File: config.mk
export PLATFORM = sky130hd
export DESIGN_NAME = intersection_scheduler_flat
export DESIGN_NICKNAME = d
export VERILOG_FILES = /design/src/rtl/intersection_scheduler_if.sv /design/src/rtl/intersection_scheduler.sv /design/src/flat_wrapper.sv
export SDC_FILE = /design/constraint.sdc
export NUM_CORES = 1
export LEC_CHECK = 0
export CORE_MARGIN = 8
export CORE_UTILIZATION = 30
export CTS_BUF_LIST = sky130_fd_sc_hd__clkbuf_16
export DETAILED_ROUTE_END_ITERATION = 16
export HOLD_SLACK_MARGIN = 0.08
export PLACE_DENSITY_LB_ADDON = 0.25
export SYNTH_ARGS = -nofsm -noshare
export SYNTH_HDL_FRONTEND = slang
export SYNTH_SLANG_ARGS = --single-unit
File: constraint.sdc
create_clock -name clk -period 2.5 [get_ports clk]
set_clock_uncertainty 0.2 [all_clocks]
set_input_delay 0.25 -clock clk [delete_from_list [all_inputs] [get_ports clk]]
set_output_delay 0.25 -clock clk [all_outputs]
set_load 0.005 [all_outputs]
File: src/rtl/intersection_scheduler_if.sv
// Purpose : Bundle of the intersection scheduler's sensor input and light /
//           status outputs.
// Signals : car_req[3:0] - level car sensor per approach (bit i = approach i)
//           lights[7:0]  - 2-bit light code per approach (RED=0, YELLOW=1, GREEN=2)
//           gnt[1:0]     - currently / most recently granted approach
//           phase[1:0]   - 0=IDLE, 1=GREEN, 2=YELLOW, 3=ALLRED
//           busy         - phase != IDLE
// Modports: master drives the sensors (environment side); slave is the
//           scheduler itself.
interface intersection_scheduler_if;
  logic [3:0] car_req;
  logic [7:0] lights;
  logic [1:0] gnt;
  logic [1:0] phase;
  logic       busy;

  modport master (
    output car_req,
    input  lights,
    input  gnt,
    input  phase,
    input  busy
  );

  modport slave (
    input  car_req,
    output lights,
    output gnt,
    output phase,
    output busy
  );
endinterface

File: src/rtl/intersection_scheduler.sv
// Purpose : Round-robin green-phase scheduler for a four-approach
//           intersection. One approach is granted at a time and sequenced
//           GREEN -> YELLOW -> all-RED clearance. Requests are latched as
//           pending so short sensor pulses are not lost, and the scan for
//           the next winner starts just after the last granted approach.
// Ports   : clk   - rising-edge clock
//           clear - asynchronous active-high reset
//           bus   - intersection_scheduler_if.slave (car_req in; lights,
//                   gnt, phase, busy out)
// All outputs are decoded from registered state only.
module intersection_scheduler #(
  parameter int T_MIN_GREEN = 4,
  parameter int T_MAX_GREEN = 8,
  parameter int T_YELLOW    = 3,
  parameter int T_ALLRED    = 2,
  parameter int TW          = 8
) (
  input logic                      clk,
  input logic                      clear,
  intersection_scheduler_if.slave  bus
);

  typedef enum logic [1:0] {
    PH_IDLE   = 2'd0,
    PH_GREEN  = 2'd1,
    PH_YELLOW = 2'd2,
    PH_ALLRED = 2'd3
  } phase_t;

  localparam logic [TW-1:0] TIMER_ONE = TW'(1);
  localparam logic [TW-1:0] MIN_G     = TW'(T_MIN_GREEN);
  localparam logic [TW-1:0] MAX_G     = TW'(T_MAX_GREEN);
  localparam logic [TW-1:0] YEL_T     = TW'(T_YELLOW);
  localparam logic [TW-1:0] RED_T     = TW'(T_ALLRED);

  phase_t        phase_q;
  logic [1:0]    gnt_q;
  logic [3:0]    pending_q;
  logic [TW-1:0] timer_q;

  logic [3:0] req_all;
  logic [3:0] gnt_onehot;
  logic [3:0] pend_set;
  logic [3:0] pend_d;
  logic [3:0] win_onehot;
  logic [1:0] winner;
  logic       any_req;
  logic       other;

  assign req_all    = pending_q | bus.car_req;
  assign any_req    = |req_all;
  assign gnt_onehot = 4'b0001 << gnt_q;
  assign other      = |(req_all & ~gnt_onehot);
  // The granted approach does not re-latch while it is actually green.
  assign pend_set   = bus.car_req & ~((phase_q == PH_GREEN) ? gnt_onehot : 4'b0000);
  assign pend_d     = pending_q | pend_set;
  assign win_onehot = 4'b0001 << winner;

  // Rotating scan gnt+1, gnt+2, gnt+3, gnt; first requester wins.
  always_comb begin
    logic       found;
    logic [1:0] idx;
    winner = gnt_q;
    found  = 1'b0;
    for (int k = 1; k <= 4; k++) begin
      idx = gnt_q + 2'(k);
      if (!found && req_all[idx]) begin
        winner = idx;
        found  = 1'b1;
      end
    end
  end

  always_ff @(posedge clk or posedge clear) begin
    if (clear) begin
      phase_q   <= PH_IDLE;
      gnt_q     <= 2'd3;
      pending_q <= 4'b0000;
      timer_q   <= '0;
    end else begin
      pending_q <= pend_d;
      case (phase_q)
        PH_IDLE: begin
          if (any_req) begin
            phase_q   <= PH_GREEN;
            gnt_q     <= winner;
            timer_q   <= TIMER_ONE;
            // Entering green clears the winner's pending bit; clear beats set.
            pending_q <= pend_d & ~win_onehot;
          end
        end
        PH_GREEN: begin
          // MAX_G >= MIN_G, so the pre-emption case is inside the min-green guard.
          if (timer_q >= MIN_G &&
              (!bus.car_req[gnt_q] || (other && timer_q == MAX_G))) begin
            phase_q <= PH_YELLOW;
            timer_q <= TIMER_ONE;
          end else if (timer_q != MAX_G) begin
            timer_q <= timer_q + TIMER_ONE;
          end
        end
        PH_YELLOW: begin
          if (timer_q == YEL_T) begin
            phase_q <= PH_ALLRED;
            timer_q <= TIMER_ONE;
          end else begin
            timer_q <= timer_q + TIMER_ONE;
          end
        end
        default: begin  // PH_ALLRED
          if (timer_q == RED_T) begin
            if (any_req) begin
              phase_q   <= PH_GREEN;
              gnt_q     <= winner;
              timer_q   <= TIMER_ONE;
              pending_q <= pend_d & ~win_onehot;
            end else begin
              phase_q <= PH_IDLE;
              timer_q <= '0;
            end
          end else begin
            timer_q <= timer_q + TIMER_ONE;
          end
        end
      endcase
    end
  end

  // Light decode: only the granted approach is ever non-RED.
  logic [1:0] gnt_code;
  assign gnt_code = (phase_q == PH_GREEN)  ? 2'd2 :
                    (phase_q == PH_YELLOW) ? 2'd1 : 2'd0;

  for (genvar gi = 0; gi < 4; gi++) begin : g_light
    assign bus.lights[2*gi +: 2] = (gnt_q == 2'(gi)) ? gnt_code : 2'd0;
  end

  assign bus.gnt   = gnt_q;
  assign bus.phase = phase_q;
  assign bus.busy  = (phase_q != PH_IDLE);

endmodule

File: src/flat_wrapper.sv
// flat-port wrapper written by rule: the top's interface ports become plain ports
module intersection_scheduler_flat 
#(
  parameter int T_MIN_GREEN = 4,
  parameter int T_MAX_GREEN = 8,
  parameter int T_YELLOW    = 3,
  parameter int T_ALLRED    = 2,
  parameter int TW          = 8
)
  (clk, clear, bus_car_req, bus_lights, bus_gnt, bus_phase, bus_busy);
  intersection_scheduler_if bus_i ();
  input logic clk;
  input logic clear;
  input wire logic [$bits(bus_i.car_req)-1:0] bus_car_req;
  output wire logic [$bits(bus_i.lights)-1:0] bus_lights;
  output wire logic [$bits(bus_i.gnt)-1:0] bus_gnt;
  output wire logic [$bits(bus_i.phase)-1:0] bus_phase;
  output wire logic [$bits(bus_i.busy)-1:0] bus_busy;
  assign bus_i.car_req = bus_car_req;
  assign bus_lights = bus_i.lights;
  assign bus_gnt = bus_i.gnt;
  assign bus_phase = bus_i.phase;
  assign bus_busy = bus_i.busy;
  intersection_scheduler #(.T_MIN_GREEN(T_MIN_GREEN), .T_MAX_GREEN(T_MAX_GREEN), .T_YELLOW(T_YELLOW), .T_ALLRED(T_ALLRED), .TW(TW)) u_core (.clk(clk), .clear(clear), .bus(bus_i));
endmodule
-- Yosys cells after proc, flatten, opt, wreduce, memory -nomap -nowiden
Index checks and enable logic that the tools add are counted.
- output and inout bits: 13
- bits in registers: 16
- reduce and logical (&&, ||, !) cells: 21
- eq/ne operators: 13
- multiplexer cells: 43
- add/sub/neg operators: 4
- shift operators: 2
- magnitude comparators: 5
- bitwise gates (word level): 9
- operators with widths (kind ; number):
    $mux 8 ; 5
    $mux 2 ; 15
    $pmux 8 s3 ; 1
    $eq 8x2->1 const B ; 2
    $and 4x4->4 ; 3
    $lt 2x3->1 const B ; 4
    $mux 4 ; 3
    $not 4->4 ; 3
    $mux 1 ; 11
    $bmux 1 s2 ; 5
    $add 8x1->8 const B ; 1
    $eq 8x4->1 const B ; 1
    $ge 8x3->1 const B ; 1
    $ne 8x4->1 const B ; 1
    $or 4x4->4 ; 2
    $pmux 4 s2 ; 1
    $reduce_or 4->1 ; 2
    $shl 1x2->4 const A ; 2
    $eq 2x2->1 const B ; 3
    $pmux 2 s3 ; 1
    $logic_and 1x1->1 ; 5
    $add 2x2->2 const B ; 2
    $eq 2x1->1 const B ; 2
    $logic_not 1->1 ; 4
    13 further kinds ; 17

-- Depth between registers and ports, before layout
- depth in word-level cells: 19
- gate-level depth with buffers: 9

-- Worst setup path after synthesis
OpenSTA, ideal clock, no wires.
- path type: reg2reg
- start point: reg u_core.gnt_q[0], in the netlist u_core.bus.gnt[0]
- end point: reg u_core.timer_q[3]
- slack: 0.029 ns
- clock period less this slack: 2.471 ns
- buffers on the path: 1
- required time: 2.179 ns
- arrival: 2.150 ns
- cell stages (with the launch flop): 10
- cells stage by stage: dfstp_2 > buf_2 > inv_1 > ha_1 > o21bai_1 > o2111ai_1 > a31oi_1 > a31oi_4 > nor2_4 > a22o_1
- longest elaborated chain between the ends: 9
- ends and longest elaborated chain (element ; line ; RTL):
    start, declared ; intersection_scheduler.sv:37 ; logic [1:0] gnt_q;
    start signal, assigned ; intersection_scheduler.sv:86 ; gnt_q <= winner;
    start signal, assigned ; intersection_scheduler.sv:114 ; gnt_q <= winner;
    $shl 1x2->4 ; intersection_scheduler.sv:52 ; assign gnt_onehot = 4'b0001 << gnt_q;
    $not 4->4 ; intersection_scheduler.sv:53 ; assign other = |(req_all & ~gnt_onehot);
    $and 4x4->4 ; intersection_scheduler.sv:53 ;
    $reduce_or 4->1 ; intersection_scheduler.sv:53 ;
    $logic_and 1x1->1 ; intersection_scheduler.sv:95 ; (!bus.car_req[gnt_q] || (other && timer_q == MAX_G))) begin
    $logic_or 1x1->1 * ; intersection_scheduler.sv:95 ;
    $logic_and 1x1->1 * ; intersection_scheduler.sv:94 ; if (timer_q >= MIN_G &&
    $mux 8 / $ne 3x3->1 (equally long branches) ; - ;
    $pmux 8 s3 / $reduce_and 2->1 (equally long branches) ; - ;
    end signal, assigned ; intersection_scheduler.sv:99 ; timer_q <= timer_q + TIMER_ONE;
    end signal, assigned ; intersection_scheduler.sv:107 ; timer_q <= timer_q + TIMER_ONE;
    end signal, assigned ; intersection_scheduler.sv:122 ; timer_q <= timer_q + TIMER_ONE;
    end, declared ; intersection_scheduler.sv:39 ; logic [TW-1:0] timer_q;
Mark *: on every way between the ends. The rest lies on a longest branch, timed or not. The select of a mux whose other input is x is not followed.
A chain may end at the register's enable or synchronous reset.

-- Worst setup path in the final report
- start point: reg u_core.gnt_q[0], in the netlist u_core.bus.gnt[0]
- end point: reg u_core.pending_q[2]
- longest elaborated chain between the ends: 19
- ends and longest elaborated chain (element ; line ; RTL):
    $add 2x1->2 ; intersection_scheduler.sv:66 ; idx = gnt_q + 2'(k);
    $bmux 1 s2 ; intersection_scheduler.sv:67 ; if (!found && req_all[idx]) begin
    $mux 1 (implied by the code) ; intersection_scheduler.sv:67 ;
    $mux 1 ; intersection_scheduler.sv:67 ;
    $logic_not 1->1 ; intersection_scheduler.sv:67 ;
    $logic_and 1x1->1 ; intersection_scheduler.sv:67 ;
    $mux 1 ; intersection_scheduler.sv:67 ;
    $logic_not 1->1 ; intersection_scheduler.sv:67 ;
    [3 not listed] ; - ;
    $logic_and 1x1->1 ; intersection_scheduler.sv:67 ;
    $mux 2 ; intersection_scheduler.sv:67 ;
    $shl 1x2->4 ; intersection_scheduler.sv:57 ; assign win_onehot = 4'b0001 << winner;
    $not 4->4 ; intersection_scheduler.sv:89, intersection_scheduler.sv:116 ;
    $and 4x4->4 ; intersection_scheduler.sv:89, intersection_scheduler.sv:116 ;
    $mux 4 ; intersection_scheduler.sv:84, intersection_scheduler.sv:112 ;
    $mux 4 ; intersection_scheduler.sv:111 ; if (timer_q == RED_T) begin
    $pmux 4 s2 * ; intersection_scheduler.sv:82 ; case (phase_q)
    end signal, assigned ; intersection_scheduler.sv:81 ; pending_q <= pend_d;
    end signal, assigned ; intersection_scheduler.sv:89 ; pending_q <= pend_d & ~win_onehot;
    end signal, assigned ; intersection_scheduler.sv:116 ; pending_q <= pend_d & ~win_onehot;
    end, declared ; intersection_scheduler.sv:38 ; logic [3:0] pending_q;
Marks and branches as above.

==> results.py <==
metrics = {
    "final_layout": {
        "syn_to_final_growth_pct": 34.20,
        "num_antenna_cells": 0,
        "ff_latch_area_um2": 402.9,
        "final_nets": 212,
        "fin_cells": 245,
        "multiInputGateArea_um2": 898.4,
        "fillCellCount": 430,
        "drive_gt1_share_pct": 16.58,
    },
    "synthesis": {
        "yosysWarnings": 0,
        "synth_compound_gate_area_share_pct": 26.62,
        "syn_area_um2": 1354,
        "synth.most_common_cell": "inv_1",
        "synth_area_per_cell_um2": 8.734,
        "synth_seq_cells": 16,
        "yosysSeqAreaShare_pct": 29.76,
        "synthXorXnorAreaFrac_pct": 1.294,
        "syn_nets": 173,
        "yosysTopAreaCellShare_pct": 25.88,
        "synth_edf_count": 0,
        "yosys.area_share.simple_pct": 21.44,
        "synth-async-reset-ratio_pct": 100.0,
        "ys_types": 41,
        "synth_top_family_by_area": "compound AO/OA/AOI/OAI gates",
        "ys_top_cells_by_area": "dfrtp_1 26%, ha_1 11%, a211oi_1 5.0%, inv_1 4.2%, a21oi_1 4.1%",
        "yosysTopAreaCell": "dfrtp_1",
        "synth_fa_ha_area_share_pct": 11.09,
        "synth_mux_area_share_pct": 4.991,
        "syn_inst": 155,
        "ys_top_cells_by_count": "15 x inv_1, 14 x dfrtp_1, 12 x ha_1, 12 x nand2_1, 11 x a21oi_1",
        "dominantRegCellSynth": "dfrtp_1",
    },
    "sta": {
        "timing.final.crit_share_pct": 94.76,
        "finalHoldViolations": 0,
        "hold_ws_ns": 0.1786,
        "fmax_mhz": 422.1,
        "finalSetupTns_ns": 0,
        "slew_headroom_pct": 57.52,
        "worstMarginPinSlew_ns": 0.6365,
        "final.min_clock_period_ns": 2.369,
        "rsz0062_at_grt": "false",
        "setup_viol": 0,
        "maxSlewViolCount": 0,
    },
    "setup_path": {
        "worstPathRequired_ns": 2.41,
        "reg2reg_to": "u_core.pending_q[2]",
        "r2r_slack_ns": 0.13,
        "crit_path_end_kind": "register",
        "start_kind": "register",
        "rr_startpoint": "u_core.bus.gnt[0]",
        "critPathMaxFanout": 4,
        "path_class": "register to register",
        "r2r_cells": 9,
        "crit_arrival_ns": 2.28,
    },
    "cts": {
        "htreeDepth": 1,
        "cts_tree": "done",
        "clk_pin_slew_ns": 0.05,
        "root_buffer": "clkbuf_16",
        "clk_latency_ns": 0.25,
        "clockBufferDepth": 2,
        "cts_hold_buffers": 0,
        "cts_sinks": 16,
        "numCtsBuffers": 3,
    },
    "route": {
        "drt-pass1-iter-count": 4,
        "drc": 0,
        "route.vias.total": 1278,
        "drt_wl_total_mm": 3.577,
        "antenna_left": 0,
        "drt_iter0_markers": 38,
        "via_per_inst": 5.216,
        "wl_per_cell_um": 14.60,
    },
    "die": {
        "dieArea_um2": 6918,
        "dieHeight_um": 83.18,
        "num_rows": 24,
        "pin_count": 19,
        "coreArea_um2": 4354,
        "start_util_pct": 31.09,
        "die_width_um": 83.18,
    },
    "power": {
        "max-vdd-ir-drop_mv": 0.4097,
        "p_leak_nw": 0.8465,
        "power_density_nw_per_um2": 1311,
        "power.total_mw": 2.381,
    },
    "global_route": {
        "grt_usage_pct": 10.55,
        "grt_pass1_vias": 1281,
        "overflow": 0,
        "grt_pass1_wl_mm": 6.003,
        "grt_max_degree": 17,
        "antenna_found_initial": 0,
    },
    "placed_design": {
        "dp.cells": 239,
        "routabilityCongestion": 0.7897,
        "portBuffers": 18,
        "dp_hpwl_mm": 2.845,
    },
    "run_status": {
        "status": "complete, no violations",
    },
    "worst_hold_path": {
        "hp-class": "input port to async pin",
    },
    "run": {
        "maxCapViolCount": 0,
    },
}
-- sequential cells by signal, indices dropped and copies added (netlist names) --
signal and flops:
u_core.bus.gnt 2, u_core.bus.phase 2, u_core.timer_q 8, u_core.pending_q 4
-- per-stage QoR --
step                setup slack (ns)  utilization (%)  area, um2
detailed placement          0.002217            39.28       1710
finish                        0.1309            41.72       1817
CTS                         0.007382            41.09       1789
global placement             0.02131            39.28       1710
floorplan                    0.02930                -       1354
global route                0.005246            41.72       1817
-- what timing repair did --
| item | 4_1_cts | 5_1_grt |
|---|---|---|
| gates resized for setup | 0 | 2 |
| endpoints found under the setup margin | 0 | 9 |
| endpoints found under the hold margin | 0 | 0 |
| setup buffers | 0 | 2 |
-- worst max-delay path by stage --
| stage | start | to | slack [ns] |
|---|---|---|---|
| 5_1_grt | u_core.bus.gnt[0] | u_core.pending_q[0] | 0.005 |
| 4_1_cts | u_core.bus.gnt[0] | u_core.timer_q[3] | 0.007 |
| 2_1_floorplan | u_core.bus.gnt[0] | u_core.timer_q[3] | 0.03 |
| 6_report | u_core.bus.gnt[0] | u_core.pending_q[2] | 0.13 |
| 3_3_place_gp | bus_car_req[0] | u_core.timer_q[3] | 0.02 |
| 3_5_place_dp | bus_car_req[2] | u_core.timer_q[3] | 0.002 |
-- area by class of cell --
type	count	share of cell area, %
clock inverter	1	0.2066
multi-input combinational	122	49.45
clock buffer	3	4.132
tap	52	3.581
sequential	16	22.18
timing repair buffer	36	17.36
inverter	15	3.099
-- cell usage in the layout, fill, tap and decap left out, types with 2 or more instances in the layout --
cell type,synthesis,routed
dfstp_2,2,2
dfrtp_1,14,14
nand3_1,5,5
clkdlybuf4s50_1,0,18
clkbuf_16,0,3
nor2_1,10,10
and3_1,4,4
xnor2_1,2,2
a21oi_1,11,11
mux2_2,2,2
nand2_1,12,12
o21ai_1,6,6
nor3_1,6,6
a211oi_1,9,9
ha_1,12,12
buf_4,0,18
mux2_1,2,2
o21bai_1,3,3
a22o_1,6,6
nor2b_1,5,5
and2_1,5,5
inv_1,15,15
a22oi_1,2,2
-- report_power, final --
part	internal (mW)	switching, mW	leakage [nW]
clock	0.213	0.116	0.0385
combinational	0.756	0.818	0.608
sequential	0.370	0.108	0.200
-- cell families (layout without fill, tap and decap cells) --
kind of cell	after synthesis	in the layout
XOR/XNOR	2	2
buffers and inverters	17	55
AND/OR/NAND/NOR	53	53
AO/OA/AOI/OAI	50	50
flip-flops	16	16
multiplexers	5	5
adder cells (fa/ha/maj)	12	12
-- routing by layer --
layer	global-route usage (%)	wire [um]	part of all wire, %
met5	0	0	0
met4	5.431	87	2.4
met3	2.930	173	4.8
met2	18.18	1719	48
met1	11.47	1597	45
-- worst max-delay path, stage by stage (launching register included) --
cell	delay [ns]
dfstp_2	0.56
buf_4	0.13
buf_4	0.10
buf_4	0.12
nor3_1	0.05
a21oi_1	0.28
mux2_2	0.23
o22ai_2	0.09
xnor2_1	0.33
a211oi_1	0.13
No activity file was read; power rests on OpenSTA's default activity.
